==> src/rtl/alu_ctrl_pkg.sv <==
// Shared types and constants for the alu sequencing front-end.
// Flag vectors are always packed {C,S,Z,P}.
package alu_ctrl_pkg;

    localparam int WIDTH = 8;
    localparam int OPW   = 4;
    localparam int CNTW  = 4;

    typedef enum logic [1:0] {
        KIND_EXEC       = 2'b00,
        KIND_LOAD_ACC   = 2'b01,
        KIND_LOAD_FLAGS = 2'b10,
        KIND_READ       = 2'b11
    } cmd_kind_e;

    localparam int FLAG_C = 3;
    localparam int FLAG_S = 2;
    localparam int FLAG_Z = 1;
    localparam int FLAG_P = 0;

    localparam logic [OPW-1:0] OP_ADD = 4'h0;
    localparam logic [OPW-1:0] OP_AND = 4'h1;
    localparam logic [OPW-1:0] OP_XOR = 4'h2;
    localparam logic [OPW-1:0] OP_RTC = 4'b1110;

    typedef enum logic [1:0] {
        ST_IDLE = 2'b00,
        ST_RUN  = 2'b01,
        ST_DONE = 2'b10
    } state_e;

    function automatic logic [3:0] pack_flags(input logic c, input logic s,
                                              input logic z, input logic p);
        return {c, s, z, p};
    endfunction

endpackage

==> src/rtl/alu_ctrl_if.sv <==
// Command, response and alu-side signals of the sequencing front-end.
// slave = the controller, master = its environment (command source, sink, alu).
interface alu_ctrl_if;
    import alu_ctrl_pkg::*;

    logic             cmd_valid;
    logic             cmd_ready;
    logic [1:0]       cmd_kind;
    logic [OPW-1:0]   cmd_op;
    logic [WIDTH-1:0] cmd_data;
    logic [CNTW-1:0]  cmd_count;

    logic             res_valid;
    logic             res_ready;
    logic [WIDTH-1:0] res_data;
    logic [3:0]       res_flags;

    logic [WIDTH-1:0] alu_a;
    logic [WIDTH-1:0] alu_b;
    logic [OPW-1:0]   alu_op;
    logic             alu_cin;
    logic             alu_sin;
    logic             alu_zin;
    logic             alu_pin;
    logic [WIDTH-1:0] alu_out;
    logic             alu_c;
    logic             alu_s;
    logic             alu_z;
    logic             alu_p;

    modport slave (
        input  cmd_valid, cmd_kind, cmd_op, cmd_data, cmd_count,
        input  res_ready,
        input  alu_out, alu_c, alu_s, alu_z, alu_p,
        output cmd_ready,
        output res_valid, res_data, res_flags,
        output alu_a, alu_b, alu_op, alu_cin, alu_sin, alu_zin, alu_pin
    );

    modport master (
        output cmd_valid, cmd_kind, cmd_op, cmd_data, cmd_count,
        output res_ready,
        output alu_out, alu_c, alu_s, alu_z, alu_p,
        input  cmd_ready,
        input  res_valid, res_data, res_flags,
        input  alu_a, alu_b, alu_op, alu_cin, alu_sin, alu_zin, alu_pin
    );

endinterface

==> src/rtl/alu_ctrl.sv <==
// Sequencing front-end for the combinational 8-bit alu: owns the accumulator and
// CSZP flags, iterates an op count+1 times through them, and returns the result.
module alu_ctrl
    import alu_ctrl_pkg::*;
(
    input logic       clk,
    input logic       rst,
    alu_ctrl_if.slave bus
);

    state_e           state_q, state_d;
    logic [WIDTH-1:0] acc_q,   acc_d;
    logic [WIDTH-1:0] b_q,     b_d;
    logic [OPW-1:0]   op_q,    op_d;
    logic [3:0]       flags_q, flags_d;
    logic [CNTW-1:0]  iter_q,  iter_d;
    logic             accept_s;

    assign accept_s = bus.cmd_valid && (state_q == ST_IDLE) && !rst;

    // State register
    always_ff @(posedge clk) begin
        if (rst) begin
            state_q <= ST_IDLE;
        end else begin
            state_q <= state_d;
        end
    end

    // Datapath registers
    always_ff @(posedge clk) begin
        if (rst) begin
            acc_q   <= {WIDTH{1'b0}};
            b_q     <= {WIDTH{1'b0}};
            op_q    <= {OPW{1'b0}};
            flags_q <= 4'b0000;
            iter_q  <= {CNTW{1'b0}};
        end else begin
            acc_q   <= acc_d;
            b_q     <= b_d;
            op_q    <= op_d;
            flags_q <= flags_d;
            iter_q  <= iter_d;
        end
    end

    // Next-state logic
    always_comb begin
        state_d = state_q;
        case (state_q)
            ST_IDLE: begin
                if (accept_s) begin
                    state_d = (bus.cmd_kind == KIND_EXEC) ? ST_RUN : ST_DONE;
                end else begin
                    state_d = ST_IDLE;
                end
            end
            ST_RUN: begin
                if (iter_q == {CNTW{1'b0}}) begin
                    state_d = ST_DONE;
                end else begin
                    state_d = ST_RUN;
                end
            end
            ST_DONE: begin
                if (bus.res_ready) begin
                    state_d = ST_IDLE;
                end else begin
                    state_d = ST_DONE;
                end
            end
            default: state_d = ST_IDLE;
        endcase
    end

    // Datapath next values: command latching and per-iteration alu capture
    always_comb begin
        acc_d   = acc_q;
        b_d     = b_q;
        op_d    = op_q;
        flags_d = flags_q;
        iter_d  = iter_q;
        case (state_q)
            ST_IDLE: begin
                if (accept_s) begin
                    case (bus.cmd_kind)
                        KIND_EXEC: begin
                            b_d    = bus.cmd_data;
                            op_d   = bus.cmd_op;
                            iter_d = bus.cmd_count;
                        end
                        KIND_LOAD_ACC:   acc_d   = bus.cmd_data;
                        KIND_LOAD_FLAGS: flags_d = bus.cmd_data[3:0];
                        default:         acc_d   = acc_q;
                    endcase
                end else begin
                    acc_d = acc_q;
                end
            end
            ST_RUN: begin
                acc_d   = bus.alu_out;
                flags_d = pack_flags(bus.alu_c, bus.alu_s, bus.alu_z, bus.alu_p);
                // Saturate at zero: the final iteration leaves the counter at 0.
                if (iter_q != {CNTW{1'b0}}) begin
                    iter_d = iter_q - 1'b1;
                end else begin
                    iter_d = iter_q;
                end
            end
            default: acc_d = acc_q;
        endcase
    end

    // Outputs decoded from registers only (cmd_ready also blocked during reset)
    always_comb begin
        bus.cmd_ready = (state_q == ST_IDLE) && !rst;
        bus.res_valid = (state_q == ST_DONE);
        bus.res_data  = acc_q;
        bus.res_flags = flags_q;
        bus.alu_a     = acc_q;
        bus.alu_b     = b_q;
        bus.alu_op    = op_q;
        bus.alu_cin   = flags_q[FLAG_C];
        bus.alu_sin   = flags_q[FLAG_S];
        bus.alu_zin   = flags_q[FLAG_Z];
        bus.alu_pin   = flags_q[FLAG_P];
    end

endmodule

==> src/flat_wrapper.sv <==
// flat-port wrapper written by rule: the top's interface ports become plain ports
module alu_ctrl_flat import alu_ctrl_pkg::*;
  (clk, rst, bus_cmd_valid, bus_cmd_kind, bus_cmd_op, bus_cmd_data, bus_cmd_count, bus_res_ready, bus_alu_out, bus_alu_c, bus_alu_s, bus_alu_z, bus_alu_p, bus_cmd_ready, bus_res_valid, bus_res_data, bus_res_flags, bus_alu_a, bus_alu_b, bus_alu_op, bus_alu_cin, bus_alu_sin, bus_alu_zin, bus_alu_pin);
  alu_ctrl_if bus_i ();
  input logic clk;
  input logic rst;
  input wire logic [$bits(bus_i.cmd_valid)-1:0] bus_cmd_valid;
  input wire logic [$bits(bus_i.cmd_kind)-1:0] bus_cmd_kind;
  input wire logic [$bits(bus_i.cmd_op)-1:0] bus_cmd_op;
  input wire logic [$bits(bus_i.cmd_data)-1:0] bus_cmd_data;
  input wire logic [$bits(bus_i.cmd_count)-1:0] bus_cmd_count;
  input wire logic [$bits(bus_i.res_ready)-1:0] bus_res_ready;
  input wire logic [$bits(bus_i.alu_out)-1:0] bus_alu_out;
  input wire logic [$bits(bus_i.alu_c)-1:0] bus_alu_c;
  input wire logic [$bits(bus_i.alu_s)-1:0] bus_alu_s;
  input wire logic [$bits(bus_i.alu_z)-1:0] bus_alu_z;
  input wire logic [$bits(bus_i.alu_p)-1:0] bus_alu_p;
  output wire logic [$bits(bus_i.cmd_ready)-1:0] bus_cmd_ready;
  output wire logic [$bits(bus_i.res_valid)-1:0] bus_res_valid;
  output wire logic [$bits(bus_i.res_data)-1:0] bus_res_data;
  output wire logic [$bits(bus_i.res_flags)-1:0] bus_res_flags;
  output wire logic [$bits(bus_i.alu_a)-1:0] bus_alu_a;
  output wire logic [$bits(bus_i.alu_b)-1:0] bus_alu_b;
  output wire logic [$bits(bus_i.alu_op)-1:0] bus_alu_op;
  output wire logic [$bits(bus_i.alu_cin)-1:0] bus_alu_cin;
  output wire logic [$bits(bus_i.alu_sin)-1:0] bus_alu_sin;
  output wire logic [$bits(bus_i.alu_zin)-1:0] bus_alu_zin;
  output wire logic [$bits(bus_i.alu_pin)-1:0] bus_alu_pin;
  assign bus_i.cmd_valid = bus_cmd_valid;
  assign bus_i.cmd_kind = bus_cmd_kind;
  assign bus_i.cmd_op = bus_cmd_op;
  assign bus_i.cmd_data = bus_cmd_data;
  assign bus_i.cmd_count = bus_cmd_count;
  assign bus_i.res_ready = bus_res_ready;
  assign bus_i.alu_out = bus_alu_out;
  assign bus_i.alu_c = bus_alu_c;
  assign bus_i.alu_s = bus_alu_s;
  assign bus_i.alu_z = bus_alu_z;
  assign bus_i.alu_p = bus_alu_p;
  assign bus_cmd_ready = bus_i.cmd_ready;
  assign bus_res_valid = bus_i.res_valid;
  assign bus_res_data = bus_i.res_data;
  assign bus_res_flags = bus_i.res_flags;
  assign bus_alu_a = bus_i.alu_a;
  assign bus_alu_b = bus_i.alu_b;
  assign bus_alu_op = bus_i.alu_op;
  assign bus_alu_cin = bus_i.alu_cin;
  assign bus_alu_sin = bus_i.alu_sin;
  assign bus_alu_zin = bus_i.alu_zin;
  assign bus_alu_pin = bus_i.alu_pin;
  alu_ctrl u_core (.clk(clk), .rst(rst), .bus(bus_i));
endmodule
==> config.mk <==
export PLATFORM = sky130hd
export DESIGN_NAME = alu_ctrl_flat
export DESIGN_NICKNAME = d
export VERILOG_FILES = /design/src/rtl/alu_ctrl_pkg.sv /design/src/rtl/alu_ctrl_if.sv /design/src/rtl/alu_ctrl.sv /design/src/flat_wrapper.sv
export SDC_FILE = /design/constraint.sdc
export NUM_CORES = 1
export LEC_CHECK = 0
export CORE_MARGIN = 3
export CORE_UTILIZATION = 30
export DETAILED_ROUTE_END_ITERATION = 8
export PLACE_DENSITY_LB_ADDON = 0.25
export SYNTH_ARGS = -nofsm -noshare
export SYNTH_HDL_FRONTEND = slang
export SYNTH_SLANG_ARGS = --single-unit
==> constraint.sdc <==
create_clock -name clk -period 3.46 [get_ports clk]
set_input_delay 0.346 -clock clk [delete_from_list [all_inputs] [get_ports clk]]
set_output_delay 0.346 -clock clk [all_outputs]
set_load 0.05 [all_outputs]
Word-level counts from Yosys, hierarchy flattened
Index checks and enable logic that the tools add are counted.
{"block": "word_totals", "output_inout_bits": 38, "input_bits": 34, "register_bits": 30}
{"block": "op_classes", "muxes": 15, "reduce_logical": 13, "eq_ne": 9, "add_sub_neg": 1}
{"op": "4-bit two-way mux", "count": 5}
{"op": "8-bit two-way mux", "count": 2}
{"op": "4-bit case mux with 2 select lines", "count": 2}
{"op": "8-bit case mux with 2 select lines", "count": 1}
{"op": "3-bit AND reduction", "count": 3}
{"op": "2-bit two-way mux", "count": 4}
{"op": "2-bit != test, second input constant", "count": 3}
{"op": "2-bit case mux with 3 select lines", "count": 1}
{"op": "2-bit by 1-bit equality test with 1-bit output, second input constant", "count": 2}
{"op": "2-bit equality test, second input constant", "count": 2}
{"op": "2-bit zero test", "count": 2}
{"op": "4-bit zero test", "count": 1}
{"op": "2-bit by 1-bit != test with 1-bit output, second input constant", "count": 2}
{"op": "4-bit AND reduction", "count": 1}
{"op": "4-bit nonzero test", "count": 1}
{"op": "4-bit by 1-bit subtractor with 4-bit output, second input constant", "count": 1}
{"op": "1-bit logical AND", "count": 3}
{"op": "2-bit nonzero test", "count": 1}
{"op": "1-bit zero test", "count": 1}

Depth between registers and ports, before layout
Gate-level depths: netlist of run 1.
{"block": "logic_depth", "ltp_word": 5, "ltp_mapped": 7, "mapped_depth_nobuf": 6}

Worst setup path after synthesis of run 1
OpenSTA, ideal clock, no wires.
{"block": "synth_path", "path_kind": "input-to-output", "from": "input port rst", "to": "output port bus_cmd_ready", "arrival_time_ns": 1.700, "slack_ns": 1.414, "required_time_ns": 3.114, "cell_stages": 3, "path_buffers": 2, "cell_sequence": "buf_6 -> clkbuf_1 -> nor3_1"}
{"block": "synth_between", "elab_chain_cells": 2}
{"element": "start, declared", "line_no": "flat_wrapper.sv:6", "rtl": "input logic rst;"}
{"element": "1-bit zero test", "line_no": "alu_ctrl.sv:116", "rtl": "bus.cmd_ready = (state_q == ST_IDLE) && !rst;"}
{"element": "1-bit logical AND", "line_no": "alu_ctrl.sv:116"}
{"element": "end, declared", "line_no": "flat_wrapper.sv:18", "rtl": "output wire logic [$bits(bus_i.cmd_ready)-1:0] bus_cmd_ready;"}
No other way between the ends.

Worst setup path in the final report of run 1
Ends and elaborated chain as after synthesis.

==> results of run 1 <==
==> metrics by stage <==
step                      util, %  area (um^2)  hold slack, ns  setup WS, ns
after CTS                    48.9         2230           0.508          1.10
final                        48.9         2230           0.502          1.09
after detailed placement     46.5         2120           0.486          1.08
after global placement       46.5         2120           0.476          1.10
after floorplan                 -         1480           0.477          1.41
after global routing         48.9         2230           0.524          1.01
==> path summary, 6_finish.rpt <==
| path | cells past startpoint | to | slack, ns |
|---|---|---|---|
| setup / recovery | 3 | bus_cmd_ready | 1.09 |
| hold / removal | 2 | u_core.bus.alu_op[2]$_SDFFE_PP0P_ | 0.50 |
| setup reg to reg | 4 | u_core.bus.alu_b[4]$_SDFFE_PP0P_ | 1.73 |
| hold reg to reg | 2 | u_core.bus.alu_op[2]$_SDFFE_PP0P_ | 0.50 |
==> area by class of cell <==
cell class | instances | share of cell area (%)
Clock buffer | 8 | 4.93
Sequential cell | 30 | 26.9
Timing Repair Buffer | 74 | 32.8
Inverter | 4 | 0.673
Tap cell | 65 | 3.64
Multi-Input combinational cell | 108 | 31.0
==> cells in the final DEF (no fill, tap or decap) <==
cell             instances
a2bb2oi_1                1
a211oi_1                10
or3b_2                   1
or3b_4                   1
a22oi_1                  1
o21ai_0                  4
dfxtp_1                 30
ha_1                     2
inv_1                    4
a221oi_1                 1
or2_1                    1
a311oi_1                 4
nand4bb_1                2
nor2b_1                  2
o2bb2ai_2                1
nand2b_1                 1
or3_4                    1
nand2_1                  9
buf_4                    3
clkbuf_8                 8
nor3_1                   3
mux2i_1                 14
a21oi_1                 13
clkdlybuf4s50_1         71
a31o_2                   1
nand3b_1                 1
a32o_1                   1
and2_1                   4
nor3b_1                  1
nor2_1                  28
==> worst max-delay path, cell delays in order <==
cell and delay, ns:
clkdlybuf4s50_1 0.62, nor3_1 0.22, clkdlybuf4s50_1 0.83
==> cells by family after synthesis <==
logic type / after synthesis / synth area share, %
and+or+nand+nor: 55 / 18.4
AOI/OAI and AO/OA: 37 / 17.1
DFF: 30 / 40.5
buffers and inverters: 27 / 12.8
muxes: 14 / 9.45
adders and majority gates: 2 / 1.69
==> metal layers <==
metal  wire, um  vias up  track usage, %
met3        254        5            4.26
li1           -      677               -
met4         40        0            5.43
met2       1660       44            22.0
met5          0        -               0
met1       1660      590            15.5
==> power by group <==
group	switching [mW]	internal (mW)
clock network	0.123	0.201
logic	0.109	0.0858
registers	0.00999	0.357
==> registers in the layout, indices dropped and copies added (netlist names) <==
| name | cells |
|---|---|
| u_core.bus.alu_a | 8 |
| u_core.bus.alu_b | 8 |
| u_core.bus.alu_op | 4 |
| u_core.bus.res_flags | 4 |
| u_core.iter_q | 4 |
| u_core.state_q | 2 |
==> results.ini, run 1 <==
[outcome]
status = complete, no violations

[placed_design]
gp_congestion = 0.745
place_inst = 281
numPortBuffers = 71
dp_hpwl_mm = 2.79

[clock_network]
cts_root_buf = clkbuf_8
clock_latency_ns = 0.27
cts_num_sinks = 30
numCtsBuffers = 5
ctsResizeCount = 0
cts_tree = yes
cts_max_level = 2
clk_pin_slew_worst_paths_ns = 0.06
cts_hold_buf = 0
cts_setup_buffers = 0
clockBufferDepth = 2

[worst_setup_path]
arrival_ns = 2.02
worst-setup-path-type = in -> out
required_ns = 3.11
cp-end-kind = output port
crit_start = rst
reg2reg_from = u_core.state_q[1]$_SDFF_PP0_
critPathLaunchType = input port
critPathMaxFanout = 12

[min_path]
hp-class = reg -> reg
hp-start = u_core.bus.alu_op[2]$_SDFFE_PP0P_

[sta]
slew_viol_final = 0
max_freq_mhz = 422
rsz0062_at_grt = false
tightest_slew_ns = 0.658
period_minus_slack_ns = 2.37
fin_crit_sh_pct = 68.4
finClkSkew_ns = 0.00374
slew_headroom_pct = 56.1
finalSetupViolCount = 0
hold_viol = 0
setup_tns_ns = 0

[synthesis]
synth.top_cells.by_count = dfxtp_1, nor2_1, mux2i_1
synth-main-ff-cell = dfxtp_1
synth-seq-cells = 30
synth_area_um2 = 1480
async_flop_share_pct = 0
syn-num-nets = 201
synthCells = 165
synth_top_area_share_pct = 40.5
avgSynthCellArea_um2 = 8.99
synth.distinct_cells = 32
yosys.area.top_type = dfxtp_1
synth.most_common_cell = dfxtp_1
ys_seq_area_share_pct = 40.5
synth_area_leaders = dfxtp_1, mux2i_1, nor2_1
yosys_warnings = 0
synth_edf_count = 0

[floorplanning]
ios = 72
core_area_um2 = 4560
start_util_pct = 32.5
die_x_um = 76.3
die_h_um = 76.3
rows = 24
die_area_um2 = 5820

[global_routing]
grt_overflow = 0
grt_pass1_wl_mm = 6.22
grt_pass1_vias = 1325
grt_util_all_layers_pct = 13.2
antenna_found_initial = 0
grt_max_degree = 25

[cells_and_area]
drive_above_1_share_pct = 7.14
multi_input_area_um2 = 692
nets = 259
seq_area_um2 = 601
antenna_cells = 0
instances_no_fill = 289
fillers = 464
area_growth_pct = 50.5

[route]
route.detailed.drc = 0
routed_via_density = 4.55
drtPass1Iterations = 4
dr_total_vias = 1316
drtIter0Drc = 30
ant_nets = 0
wirelength_mm = 3.61
wl_per_cell_um = 12.5

[pwr]
power_leakage_nw = 0.878
power_mw = 0.885
peakVddDrop_uv = 253
p_per_area_nw_per_um2 = 397

[run]
drv_cap = 0

Power figures use the tool's default switching activity.
==> run 2: changes to the inputs <==
==> constraint.sdc (replaced) <==
create_clock -name clk -period 2.3 [get_ports clk]
set_input_delay 0.23 -clock clk [delete_from_list [all_inputs] [get_ports clk]]
set_output_delay 0.23 -clock clk [all_outputs]
set_load 0.05 [all_outputs]
==> run 2 against run 1 <==
Compared with the run above: critical path depth shrank 1; register-to-register slack lost 1.2 ns; power grew 40%; die area is the same; critical endpoint is now bus_res_valid.
==> results.ini, run 2 (synthesis results as in run 1) <==
[outcome]
status = complete, no violations

[clock_network]
cts_max_level = 2  ; unchanged
cts_hold_buf = 0  ; unchanged
ctsResizeCount = 0  ; unchanged
cts_setup_buffers = 0  ; unchanged
numCtsBuffers = 5  ; unchanged
clock_latency_ns = 0.27  ; about the same
clk_pin_slew_worst_paths_ns = 0.06  ; about the same
clockBufferDepth = 2  ; unchanged
cts_root_buf = clkbuf_8
cts_num_sinks = 30  ; unchanged
cts_tree = yes

[placed_design]
gp_congestion = 0.731  ; -1.9%
dp_hpwl_mm = 2.75  ; -1.2%
post-place-ws_ns = 0.183  ; -0.895 ns
numPortBuffers = 71  ; unchanged

[cells_and_area]
layout_commonest_cell = clkdlybuf4s50_1
fillers = 449  ; -3.2%
area_growth_pct = 49.5
mostFrequentLayoutCells = clkdlybuf4s50_1, dfxtp_1, nor2_1, mux2i_1, a21oi_1
multi_input_area_um2 = 692  ; unchanged
seq_area_um2 = 601  ; unchanged
antenna_cells = 0  ; unchanged
drive_above_1_share_pct = 6.70  ; -0.45 points
nets = 260  ; +0.39%

[floorplanning]
start_util_pct = 32.5  ; unchanged
die_x_um = 76.3  ; unchanged
core_area_um2 = 4560  ; unchanged
die_h_um = 76.3  ; unchanged
die_area_um2 = 5820  ; unchanged
rows = 24  ; unchanged
ios = 72  ; unchanged

[worst_setup_path]
cp_slowest_stage_delay_ns = 0.81  ; -0.02 ns
cp-end-kind = output port
critPathBufInv = 1  ; -1
cp_top_family = buffers and inverters
critPathMaxFanout = 10  ; -2
required_ns = 2.07  ; -1.04 ns
arrival_ns = 1.77  ; -0.25 ns
cp_slowest_cell = clkdlybuf4s50_1
worstPathCellList = nor2b_1 -> clkdlybuf4s50_1
critPathLaunchType = flop
worst-setup-path-type = reg -> out

[global_routing]
grt_util_all_layers_pct = 13.2  ; -0.016 points
antenna_found_initial = 0  ; unchanged
grt_overflow = 0  ; unchanged
grt_pass1_wl_mm = 6.25  ; +0.56%
grt_max_degree = 35  ; +40%
grt_pass1_vias = 1308  ; -1.3%

[pwr]
p_per_area_nw_per_um2 = 559  ; +41%
peakVddDrop_uv = 401  ; +58%
power_leakage_nw = 0.869  ; -0.97%

[sta]
slew_viol_final = 0  ; unchanged
rsz0062_at_grt = false
setup_tns_ns = 0  ; unchanged
layout_setup_ws_ns = 0.297  ; -0.795 ns
finalSetupViolCount = 0  ; unchanged
finClkSkew_ns = 0.00513  ; +0.00139 ns
fin_crit_sh_pct = 87.1
hold_viol = 0  ; unchanged
max_freq_mhz = 499
slew_headroom_pct = 53.8  ; -2.3 points
tightest_slew_ns = 0.692  ; +0.0344 ns
period_minus_slack_ns = 2.00

[route]
route.detailed.drc = 0  ; unchanged
wl_per_cell_um = 12.7  ; +1.7%
drtPass1Iterations = 4  ; unchanged
routed_via_density = 4.60  ; +0.91%
dr_total_vias = 1328  ; +0.91%
ant_nets = 0  ; unchanged
wirelength_mm = 3.67  ; +1.7%
drtIter0Drc = 66  ; +120%

[min_path]
hp-class = reg -> reg

[run]
drv_cap = 0  ; unchanged

## run 2: changes by cell type in the layout (fill, tap and decap cells not counted), sizes merged
cell,change
clkbuf,-1
buf,+2
clkdlybuf4s50,-1
## run 2: cell type report
type,count,share of cell area [%]
clock buffers,7,3.44
inverters,4,0.678
multi-input cells,108,31.2
flip-flops and latches,30,27.1
well taps,65,3.67
repair buffers,75,33.9
## run 2: worst paths after layout
kind	from	end	slack [ns]	cells after the start
max	u_core.state_q[1]$_SDFF_PP0_	bus_res_valid	0.30	2
min	u_core.bus.alu_op[2]$_SDFFE_PP0P_	u_core.bus.alu_op[2]$_SDFFE_PP0P_	0.50	2
max reg2reg	u_core.state_q[1]$_SDFF_PP0_	u_core.bus.alu_b[6]$_SDFFE_PP0P_	0.54	4
min reg2reg	u_core.bus.alu_op[2]$_SDFFE_PP0P_	u_core.bus.alu_op[2]$_SDFFE_PP0P_	0.50	2
## run 2: power breakdown
group	total [mW]	leakage, nW	switching, mW	internal, mW
logic	0.298	0.587	0.165	0.133
registers	0.552	0.243	0.0147	0.538
clock network	0.389	0.0383	0.181	0.208
## run 2: metal layers
| metal | up-vias | GRT usage [%] | share of wire (%) |
|---|---|---|---|
| li1 | 681 | - | - |
| met1 | 600 | 16.3 | 47 |
| met2 | 42 | 20.8 | 45 |
| met3 | 5 | 4.85 | 6.9 |
| met4 | 0 | 4.89 | 1.0 |
| met5 | - | 0 | 0 |
## run 2: through the flow
step	instance area (um^2)	std cells	hold slack (ns)	power, mW	utilization, %
3_3_place_gp	2140	282	0.475	0.862	46.9
6_report	2220	289	0.498	1.24	48.5
3_5_place_dp	2140	282	0.489	0.864	46.9
2_1_floorplan	1480	165	0.374	0.750	-
5_1_grt	2220	289	0.526	1.31	48.5
4_1_cts	2220	289	0.503	1.26	48.5
## run 2: tightest hold or removal path: cells and delay by family, from the launching register on
family        cells  cell delay [ns]
mux               1             0.07
flops             1             0.33
simple gates      1             0.07
